`src/rtl/led_bar_pkg.sv`:
```
// rtl/led_bar_pkg.sv - shared types and thermometer encoder for the LED bar controller
//
// Purpose: command, display-mode and FSM state encodings plus the
// level-to-bar thermometer function used by led_bar_ctrl.
// Ports: none (package).

package led_bar_pkg;

  typedef enum logic [1:0] {
    OP_SET_LEVEL = 2'b00,
    OP_SET_MODE  = 2'b01,
    OP_ALARM_ON  = 2'b10,
    OP_ALARM_OFF = 2'b11
  } cmd_op_e;

  typedef enum logic {
    STEADY = 1'b0,
    BLINK  = 1'b1
  } mode_e;

  typedef enum logic {
    NORMAL = 1'b0,
    ALARM  = 1'b1
  } state_e;

  // Widest bar the encoder can produce; callers size-cast down to N_LED.
  localparam int unsigned THERMO_MAX = 32;

  // Lowest lvl bits set, e.g. lvl=3 -> ...0111.
  function automatic logic [THERMO_MAX-1:0] thermo(input int unsigned lvl);
    if (lvl >= THERMO_MAX) begin
      return '1;
    end
    return (32'd1 << lvl) - 32'd1;
  endfunction

endpackage

```
`src/rtl/led_bar_ctrl_divider.sv`:
```
// rtl/led_bar_ctrl_divider.sv - free-running blink timebase for the LED bar controller
//
// Purpose: counts 0..BLINK_HALF-1 forever and toggles the blink phase on wrap.
// Ports:
//   clk   in   system clock
//   rst   in   synchronous active-high reset
//   tick  out  combinational, high in the cycle whose closing edge wraps the counter
//   phase out  registered blink phase, toggles on the wrapping edge

module blink_divider #(
  parameter int unsigned BLINK_HALF = 25_000_000
) (
  input  logic clk,
  input  logic rst,
  output logic tick,
  output logic phase
);

  localparam int unsigned CW = $clog2(BLINK_HALF);

  logic [CW-1:0] cnt_q;

  // Combinational so the top can fold the upcoming phase into its
  // output register on the same edge the phase itself toggles.
  assign tick = (cnt_q == CW'(BLINK_HALF - 1));

  always_ff @(posedge clk) begin
    if (rst) begin
      cnt_q <= '0;
      phase <= 1'b0;
    end else if (tick) begin
      cnt_q <= '0;
      phase <= ~phase;
    end else begin
      cnt_q <= cnt_q + 1'b1;
    end
  end

endmodule

```
`src/rtl/led_bar_ctrl.sv`:
```
// rtl/led_bar_ctrl.sv - LED bar-graph and alarm indicator for the lock panel
//
// Purpose: latches level/mode from single-cycle commands, drives a thermometer
// bar (steady or blinking) and an alarm state that flashes all LEDs and clears
// on command or after ALARM_TICKS blink half-periods.
// Ports:
//   clk         in   system clock
//   rst         in   synchronous active-high reset
//   cmd_valid   in   command strobe
//   cmd_op      in   [1:0] opcode (SET_LEVEL, SET_MODE, ALARM_ON, ALARM_OFF)
//   cmd_arg     in   [LW-1:0] level, or bit 0 = blink enable
//   led         out  [N_LED-1:0] registered bar output
//   alarm       out  registered alarm flag
//   blink_phase out  registered blink phase

module led_bar_ctrl
  import led_bar_pkg::*;
#(
  parameter int unsigned N_LED       = 4,
  parameter int unsigned BLINK_HALF  = 25_000_000,
  parameter int unsigned ALARM_TICKS = 20,
  localparam int unsigned LW         = $clog2(N_LED + 1)
) (
  input  logic             clk,
  input  logic             rst,
  input  logic             cmd_valid,
  input  logic [1:0]       cmd_op,
  input  logic [LW-1:0]    cmd_arg,
  output logic [N_LED-1:0] led,
  output logic             alarm,
  output logic             blink_phase
);

  // Counter only needs to reach ALARM_TICKS-1: the tick that would take it
  // to ALARM_TICKS is the exit edge itself.
  localparam int unsigned TW      = (ALARM_TICKS > 1) ? $clog2(ALARM_TICKS) : 1;
  localparam int unsigned TO_LAST = (ALARM_TICKS > 0) ? ALARM_TICKS - 1 : 0;

  logic             tick;
  logic             phase_q;
  logic             phase_d;
  cmd_op_e          op;

  state_e           state_q, state_d;
  mode_e            mode_q, mode_d;
  logic [LW-1:0]    level_q, level_d;
  logic [TW-1:0]    to_q, to_d;
  logic [N_LED-1:0] led_q, led_d;
  logic             alarm_q, alarm_d;
  logic [N_LED-1:0] bar;

  blink_divider #(
    .BLINK_HALF(BLINK_HALF)
  ) u_divider (
    .clk  (clk),
    .rst  (rst),
    .tick (tick),
    .phase(phase_q)
  );

  // Phase value that will be visible after this edge; led follows it with no lag.
  assign phase_d = phase_q ^ tick;
  assign op      = cmd_op_e'(cmd_op);

  always_ff @(posedge clk) begin
    if (rst) begin
      state_q <= NORMAL;
      mode_q  <= STEADY;
      level_q <= '0;
      to_q    <= '0;
      led_q   <= '0;
      alarm_q <= 1'b0;
    end else begin
      state_q <= state_d;
      mode_q  <= mode_d;
      level_q <= level_d;
      to_q    <= to_d;
      led_q   <= led_d;
      alarm_q <= alarm_d;
    end
  end

  always_comb begin
    state_d = state_q;
    mode_d  = mode_q;
    level_d = level_q;
    to_d    = to_q;
    bar     = '0;
    alarm_d = 1'b0;
    led_d   = '0;

    // Timeout is evaluated first so a same-cycle command overrides it:
    // ALARM_ON restarts the count, ALARM_OFF exits either way.
    if (state_q == ALARM && tick) begin
      if (ALARM_TICKS != 0 && to_q == TW'(TO_LAST)) begin
        state_d = NORMAL;
      end else begin
        to_d = to_q + 1'b1;
      end
    end

    if (cmd_valid) begin
      case (op)
        OP_SET_LEVEL: level_d = (cmd_arg > LW'(N_LED)) ? LW'(N_LED) : cmd_arg;
        OP_SET_MODE:  mode_d  = cmd_arg[0] ? BLINK : STEADY;
        OP_ALARM_ON: begin
          state_d = ALARM;
          to_d    = '0;
        end
        OP_ALARM_OFF: state_d = NORMAL;
        default: ;
      endcase
    end

    // Outputs are built from next-state values so a level change landing on
    // the alarm-exit edge is shown immediately.
    bar     = N_LED'(thermo(32'(level_d)));
    alarm_d = (state_d == ALARM);
    if (alarm_d) begin
      led_d = {N_LED{phase_d}};
    end else if (mode_d == BLINK) begin
      led_d = bar & {N_LED{phase_d}};
    end else begin
      led_d = bar;
    end
  end

  assign led         = led_q;
  assign alarm       = alarm_q;
  assign blink_phase = phase_q;

endmodule
```
`config.mk`:
```
export PLATFORM = sky130hd
export DESIGN_NAME = led_bar_ctrl
export DESIGN_NICKNAME = d
export VERILOG_FILES = /design/src/rtl/led_bar_pkg.sv /design/src/rtl/led_bar_ctrl_divider.sv /design/src/rtl/led_bar_ctrl.sv
export SDC_FILE = /design/constraint.sdc
export NUM_CORES = 1
export LEC_CHECK = 0
export BUFFER_PORTS_ARGS = -buffer_cell sky130_fd_sc_hd__buf_2
export CAP_MARGIN = 20
export CORE_UTILIZATION = 45
export DETAILED_ROUTE_END_ITERATION = 12
export GPL_ROUTABILITY_DRIVEN = 0
export SETUP_SLACK_MARGIN = 0.2
export SYNTH_ARGS = -nofsm -noshare
export SYNTH_HDL_FRONTEND = slang
export SYNTH_SLANG_ARGS = --single-unit
```
`constraint.sdc`:
```
create_clock -name clk -period 1.8 [get_ports clk]
set_input_delay 0.27 -clock clk [delete_from_list [all_inputs] [get_ports clk]]
set_output_delay 0.27 -clock clk [all_outputs]
set_load 0.02 [all_outputs]
```
==> impl_metrics.json, run 1 <==
{
  "synth_largest_type_area_fraction_pct": 41.7,
  "final_layout_size_suffix_gt1_share_pct": 41.4,
  "worst-endpoint-arrival_ps": 1860,
  "slowest_delay_ps": 360,
  "start_util_pct": 47.3,
  "timing_hold_violations_final": 0,
  "worst_path_max_delay_cell": "sky130_fd_sc_hd__or3_1",
  "port_buffers": 13,
  "netlist-cell-type-count": 45,
  "cts_htree_levels": 2,
  "die_area_um2": 4530,
  "synthesis.yosys.warnings": 0,
  "finalClockSkew_ps": 5.49,
  "ys_async_sr_fraction_pct": 0,
  "drt-vias-per-instance": 5.36,
  "final_core_utilization_pct": 64.0,
  "number_of_global_route_vias_before_repair": 1562,
  "drc_markers": 0,
  "setup_viol_count_final": 0,
  "final.min_clock_period_ps": 1640,
  "max_freq_mhz": 609,
  "routed-via-count": 1666,
  "flow.area_growth_from_synthesis_pct": 35.3,
  "die_width_um": 67.3,
  "worst_hold_path_type": "in2reg",
  "finalHoldWorstSlack_ps": 211,
  "detail_route.wl_per_cell_um": 13.3,
  "slew_headroom_pct": 60.8,
  "yosysMostFrequentCell": "sky130_fd_sc_hd__dfxtp_1",
  "path_clk_slew_ps": 80,
  "firstDrtPassIters": 4,
  "syn_inst": 213,
  "source_to_sink_clock_delay_at_the_later_pin_of_the_worst_skew_pair_ps": 290,
  "fp-row-count": 23,
  "leakagePower_uw": 0.00106,
  "synth.ff_latch_count": 40,
  "timing.critical_path.cells": "nor4_4 > and4_4 > nand4_1 > or3_1 > a21oi_1",
  "dominantRegCellSynth": "sky130_fd_sc_hd__dfxtp_1",
  "drt_iter0_markers": 69,
  "clockBufferDepth": 2,
  "fraction_of_the_cycle_the_final_worst_path_needs_pct": 91.2,
  "diodes": 0,
  "syn_area_per_cell_um2": 9.01,
  "setup_repair_after_global_routing_missed_its_margin": "yes",
  "globalRouteTotalUtil_pct": 20.2,
  "slew_violations": 0,
  "post_synth_instance_area_um2": 1920,
  "aggregate_global_routing_overflow": 0,
  "synthesis.nets": 224,
  "largest_net_degree_at_the_start_of_global_routing": 26,
  "coreArea_um2": 4060,
  "hold_fix_buffers_cts": 0,
  "list_of_most_frequent_post_synthesis_cells": "40 x sky130_fd_sc_hd__dfxtp_1, 38 x sky130_fd_sc_hd__nor2_1, 17 x sky130_fd_sc_hd__xor2_1",
  "cts-buffers-inserted": 5,
  "cts_tree": "done",
  "rrSetupSlack_ps": 160,
  "detail-route-antenna-nets": 0,
  "register_area_share_after_synthesis_pct": 41.7,
  "critPathLaunchType": "register",
  "critical_path_class": "reg2reg",
  "final_nets": 271,
  "post-dp-hpwl_mm": 3.03,
  "worst_ep_required_time_ps": 2020,
  "clock_tree.root_cell": "sky130_fd_sc_hd__clkbuf_8",
  "die_h_um": 67.3,
  "grt_first_pass_wirelength_mm": 6.72,
  "timing.max_cap.violations": 0,
  "path_max_fanout": 6,
  "ioPinCount": 14,
  "routed_wl_mm": 4.14,
  "synthDominantAreaCellType": "sky130_fd_sc_hd__dfxtp_1",
  "run_status": "completed",
  "timing_worst_slew_pin_value_ps": 582,
  "number_of_flops_mapped_to_enable_cells_by_yosys": 0,
  "yosys-top-cells-area": "sky130_fd_sc_hd__dfxtp_1 42%, sky130_fd_sc_hd__xor2_1 7.8%, sky130_fd_sc_hd__nor2_1 7.4%",
  "end_kind": "register",
  "vdd.ir_drop.worst_v": 0.000411,
  "antenna_found_initial": 0,
  "clock-sinks": 40,
  "cellPowerDensity_nw_per_um2": 627
}
==> per-layer routing <==
metal	share of wire, %	GRT usage (%)	vias to the layer above
li1	-	-	848
met5	0	0	-
met2	51	35.8	22
met3	2.9	5.07	4
met1	45	22.6	792
met4	1.1	8.78	0
==> per-stage QoR <==
step | area, um2 | setup slack [ps] | total power (uW) | TNS, ps | instances
detailed placement | 2250 | -12.5 | 1040 | -12.5 | 294
finish | 2600 | 158 | 1630 | 0 | 311
global route | 2600 | 76.8 | 1710 | 0 | 311
global placement | 2250 | 30.1 | 1040 | 0 | 294
floorplan | 1970 | 166 | 994 | 0 | 213
CTS | 2470 | 141 | 1650 | 0 | 304
==> sequential cells by signal, summed over array words and instances (netlist names) <==
signal and flops:
u_divider.phase 1, u_divider.cnt_q 25, mode_q 1, to_q 5, level_q 3, led 4
alarm 1
==> layout make-up <==
| type | count | area [um2] |
|---|---|---|
| multi-input cells | 163 | 1270 |
| well taps | 50 | 62.6 |
| clock buffers | 6 | 82.6 |
| inverters | 6 | 22.5 |
| flip-flops and latches | 40 | 838 |
| fillers | 326 | 1460 |
| repair buffers | 44 | 314 |
| clock inverters | 2 | 10.0 |
==> worst max-delay path: cells and delay by family, from the launching register on <==
kind / cells / cell delay [ps]
AO/OA/AOI/OAI: 1 / 120
flip-flops: 1 / 340
AND/OR/NAND/NOR: 4 / 1110
==> kinds of logic (layout without fill, tap and decap cells) <==
family,Yosys count,count (layout),synth area share [%]
multiplexers,4,4,2.09
adder cells (fa/ha/maj),3,3,1.96
flip-flops,40,40,41.7
AO/OA/AOI/OAI,19,19,6.26
buffers and inverters,10,58,2.28
AND/OR/NAND/NOR,112,112,34.3
XOR/XNOR,25,25,11.4
==> cell usage in the layout (no fill, tap or decap), types with 4 or more instances in the layout <==
| cell type | synthesis | routed |
|---|---|---|
| sky130_fd_sc_hd__mux2i_1 | 4 | 4 |
| sky130_fd_sc_hd__nand2_1 | 12 | 10 |
| sky130_fd_sc_hd__dfxtp_2 | 0 | 18 |
| sky130_fd_sc_hd__o21ai_0 | 5 | 4 |
| sky130_fd_sc_hd__a21oi_1 | 5 | 5 |
| sky130_fd_sc_hd__nor2_1 | 38 | 38 |
| sky130_fd_sc_hd__xor2_1 | 17 | 17 |
| sky130_fd_sc_hd__dfxtp_1 | 40 | 18 |
| sky130_fd_sc_hd__xnor2_1 | 8 | 7 |
| sky130_fd_sc_hd__dfxtp_4 | 0 | 4 |
| sky130_fd_sc_hd__inv_1 | 6 | 6 |
| sky130_fd_sc_hd__nor3_1 | 7 | 7 |
| sky130_fd_sc_hd__nand3_1 | 9 | 7 |
| sky130_fd_sc_hd__o31ai_1 | 4 | 4 |
| sky130_fd_sc_hd__clkbuf_8 | 0 | 6 |
| sky130_fd_sc_hd__buf_4 | 1 | 29 |
| sky130_fd_sc_hd__buf_2 | 2 | 13 |
| sky130_fd_sc_hd__nand4_1 | 12 | 12 |
| sky130_fd_sc_hd__nor4_4 | 1 | 4 |
==> power breakdown <==
group | internal (uW) | total [uW] | switching (uW) | leakage, uW
logic | 51.5 | 118 | 66.9 | 0.000671
registers | 895 | 905 | 10.2 | 0.000335
clock network | 306 | 606 | 300 | 0.0000510
==> timing repair <==
action	4_1_cts	5_1_grt
pin swaps	14	21
resized for setup	27	17
setup endpoints to repair	10	17
buffers inserted	2	7
==> worst paths after layout <==
| kind | startpoint | to | cells past startpoint |
|---|---|---|---|
| worst min register to register | u_divider.cnt_q[24]$_SDFF_PP0_ | u_divider.cnt_q[24]$_SDFF_PP0_ | 2 |
| worst max-delay path | u_divider.cnt_q[15]$_SDFF_PP0_ | to_q[2]$_SDFF_PP0_ | 5 |
| worst max register to register | u_divider.cnt_q[15]$_SDFF_PP0_ | to_q[2]$_SDFF_PP0_ | 5 |
| worst min-delay path | rst | mode_q$_SDFF_PP0_ | 2 |
Power figures use the tool's default switching activity.
==> inputs of run 2 (changes only) <==
- CORE_UTILIZATION: 45 -> 55
- PLACE_DENSITY: not set -> 0.74
- SYNTH_HIERARCHICAL: not set -> 1
- clock period: 1.8 -> 1.9 ns (I/O delays scaled with it)
==> run 2 against run 1 <==
- the run now ends with setup timing left
- global-route usage is 7.0 points higher
- area after synthesis up 1.4%
- count of clock-buffer cells in the layout stayed put
- combinational power increased by 15%
- core utilization is 15 points higher
- final cell count increased by 5.8%
- sequential cell count stayed put
==> impl_metrics.json, run 2 <==
{
  "run_status": "finished with violations",
  "violations": "setup timing",
  "crit_start": "u_divider/cnt_q[1]$_SDFF_PP0_",
  "hold_fix_buffers_cts": 0,
  "list_of_most_frequent_post_synthesis_cells": "40 x sky130_fd_sc_hd__dfxtp_1, 32 x sky130_fd_sc_hd__nor2_1, 17 x sky130_fd_sc_hd__a21oi_1",
  "ioPinCount": 14,
  "filler_cell_count": 244,
  "slowest_delay_ps": 430,
  "number_of_global_route_vias_before_repair": 1755,
  "cts_htree_levels": 2,
  "routed_wl_mm": 5.18,
  "end_kind": "register",
  "syn_inst": 223,
  "die_width_um": 61.5,
  "drt_iter0_markers": 129,
  "layout_common_cells": "36 x sky130_fd_sc_hd__buf_4, 33 x sky130_fd_sc_hd__dfxtp_1, 29 x sky130_fd_sc_hd__nor2_1",
  "cts_tree": "done",
  "cts-buffers-inserted": 5,
  "flow.area_growth_from_synthesis_pct": 36.1,
  "timing.hold.worst.start": "cmd_arg[1]",
  "multiInputGateArea_um2": 1250,
  "timing.critical_path.cells": "ha_4 > nand3_4 > buf_4 > buf_6 > buf_6 > or3_4 > buf_6 > o41ai_2 > a21oi_2",
  "synthesis.yosys.warnings": 6,
  "placement.setup.worst_slack_ps": -142,
  "cellPowerDensity_nw_per_um2": 585,
  "post-dp-hpwl_mm": 3.23,
  "slew_headroom_pct": 61.5,
  "final_core_utilization_pct": 78.7,
  "leakagePower_uw": 0.00101,
  "path_max_fanout": 7,
  "worstReg2RegStart": "u_divider/cnt_q[1]$_SDFF_PP0_",
  "synthesis.nets": 234,
  "synth.ff_latch_count": 40,
  "drt-vias-per-instance": 5.92,
  "final_nets": 293,
  "register_area_share_after_synthesis_pct": 41.2,
  "total_power_uw": 1550,
  "fp-row-count": 21,
  "fraction_of_the_cycle_the_final_worst_path_needs_pct": 113,
  "ys_async_sr_fraction_pct": 0,
  "source_to_sink_clock_delay_at_the_later_pin_of_the_worst_skew_pair_ps": 350,
  "critical_path_class": "reg2reg",
  "timing_worst_slew_pin_value_ps": 573,
  "final_layout_size_suffix_gt1_share_pct": 37.1,
  "synthDominantAreaCellType": "sky130_fd_sc_hd__dfxtp_1",
  "diodes": 0,
  "timing_hold_violations_final": 0,
  "globalRouteTotalUtil_pct": 27.2,
  "die_area_um2": 3780,
  "fin_cells": 329,
  "clockBufferDepth": 2,
  "setup_viol_count_final": 20,
  "flip_flop_count_of_the_largest_register_after_layout": 25,
  "worst_hold_path_type": "in2reg",
  "antenna_found_initial": 0,
  "worst_path_max_delay_cell": "sky130_fd_sc_hd__or3_4",
  "netlist-cell-type-count": 43,
  "layout_setup_ws_ps": -238,
  "number_of_flops_mapped_to_enable_cells_by_yosys": 0,
  "yosys-top-cells-area": "sky130_fd_sc_hd__dfxtp_1 41%, sky130_fd_sc_hd__nor2_1 6.2%, sky130_fd_sc_hd__a21oi_1 4.4%",
  "cpMostUsedCell": "sky130_fd_sc_hd__buf_6",
  "clock_tree.root_cell": "sky130_fd_sc_hd__clkbuf_4",
  "worst_ep_required_time_ps": 2140,
  "vdd.ir_drop.worst_v": 0.000489,
  "routed-via-count": 1947,
  "finalClockSkew_ps": 5.43,
  "firstDrtPassIters": 4,
  "layout.cells.most_common": "sky130_fd_sc_hd__buf_4",
  "final.min_clock_period_ps": 2140,
  "timing.max_cap.violations": 0,
  "post_synth_instance_area_um2": 1950,
  "synth_largest_type_area_fraction_pct": 41.2,
  "dominantRegCellSynth": "sky130_fd_sc_hd__dfxtp_1",
  "coreArea_um2": 3360,
  "max_freq_mhz": 468,
  "aggregate_global_routing_overflow": 0,
  "yosysMostFrequentCell": "sky130_fd_sc_hd__dfxtp_1",
  "place.detailed.instances": 304,
  "path_clk_slew_ps": 120,
  "setup_repair_after_global_routing_missed_its_margin": "yes",
  "start_util_pct": 57.8,
  "grt_first_pass_wirelength_mm": 7.40,
  "worst-endpoint-arrival_ps": 2380,
  "detail-route-antenna-nets": 0,
  "die_h_um": 61.5,
  "port_buffers": 13,
  "syn_area_per_cell_um2": 8.72,
  "largest_net_degree_at_the_start_of_global_routing": 13,
  "slew_violations": 0,
  "drc_markers": 0,
  "clock-sinks": 40,
  "seq_area_um2": 815,
  "critPathLaunchType": "register",
  "registers.top_by_ff_count": "u_divider/cnt_q",
  "detail_route.wl_per_cell_um": 15.7
}
==> run 2: routing by layer <==
metal | routed length [um] | track usage [%] | up-vias
met2 | 2790 | 51.2 | 65
met1 | 2040 | 28.5 | 940
met4 | 139 | 11.7 | 0
met5 | 0 | 0 | -
li1 | - | - | 929
met3 | 210 | 6.72 | 13
==> run 2: kinds of logic after synthesis <==
| group | share of synthesized area (%) |
|---|---|
| AO/OA/AOI/OAI | 13.1 |
| adder cells (fa/ha/maj) | 1.93 |
| flip-flops | 41.2 |
| multiplexers | 2.57 |
| XOR/XNOR | 7.20 |
| buffers and inverters | 1.93 |
| AND/OR/NAND/NOR | 32.1 |
==> run 2: layout make-up <==
type | count | area share, %
Multi-Input combinational cell | 174 | 47.4
Sequential cell | 40 | 30.8
Timing Repair Buffer | 57 | 16.2
Tap cell | 46 | 2.17
Clock buffer | 6 | 1.56
Clock inverter | 2 | 1.32
Inverter | 4 | 0.567
==> run 2: repair_timing <==
action	in CTS	in global routing
pin swaps	19	10
gates cloned	0	1
setup buffers	10	6
endpoints found under the hold margin	0	0
endpoints found under the setup margin	18	36
resized for setup	17	23
==> run 2: worst paths after layout <==
kind / to / slack (ps) / cells past startpoint
max: u_divider/cnt_q[24]$_SDFF_PP0_ / -240 / 9
min: level_q[1]$_SDFF_PP0_ / 240 / 3
max reg2reg: u_divider/cnt_q[24]$_SDFF_PP0_ / -240 / 9
min reg2reg: to_q[4]$_SDFF_PP0_ / 500 / 2
==> run 2: through the flow <==
step                instance area (um2)  TNS [ps]  hold slack [ps]
global placement                   2300      -371              464
floorplan                          2010      -411              354
global route                       2650     -3040              240
CTS                                2510      -766              224
detailed placement                 2300      -947              478
finish                             2650     -1850              245
==> run 2: where the power goes <==
| group | total (uW) | switching (uW) | internal (uW) |
|---|---|---|---|
| logic | 136 | 72.6 | 63.4 |
| clock network | 553 | 277 | 276 |
| registers | 859 | 9.17 | 850 |
| total | 1550 | 359 | 1190 |
==> run 2: worst max-delay path, delay by kind of cell (launching register included) <==
kind / cells / cell delay [ps]
compound gates: 2 / 520
fa+ha+maj: 1 / 160
buf+inv: 4 / 470
flops: 1 / 370
simple gates: 2 / 490
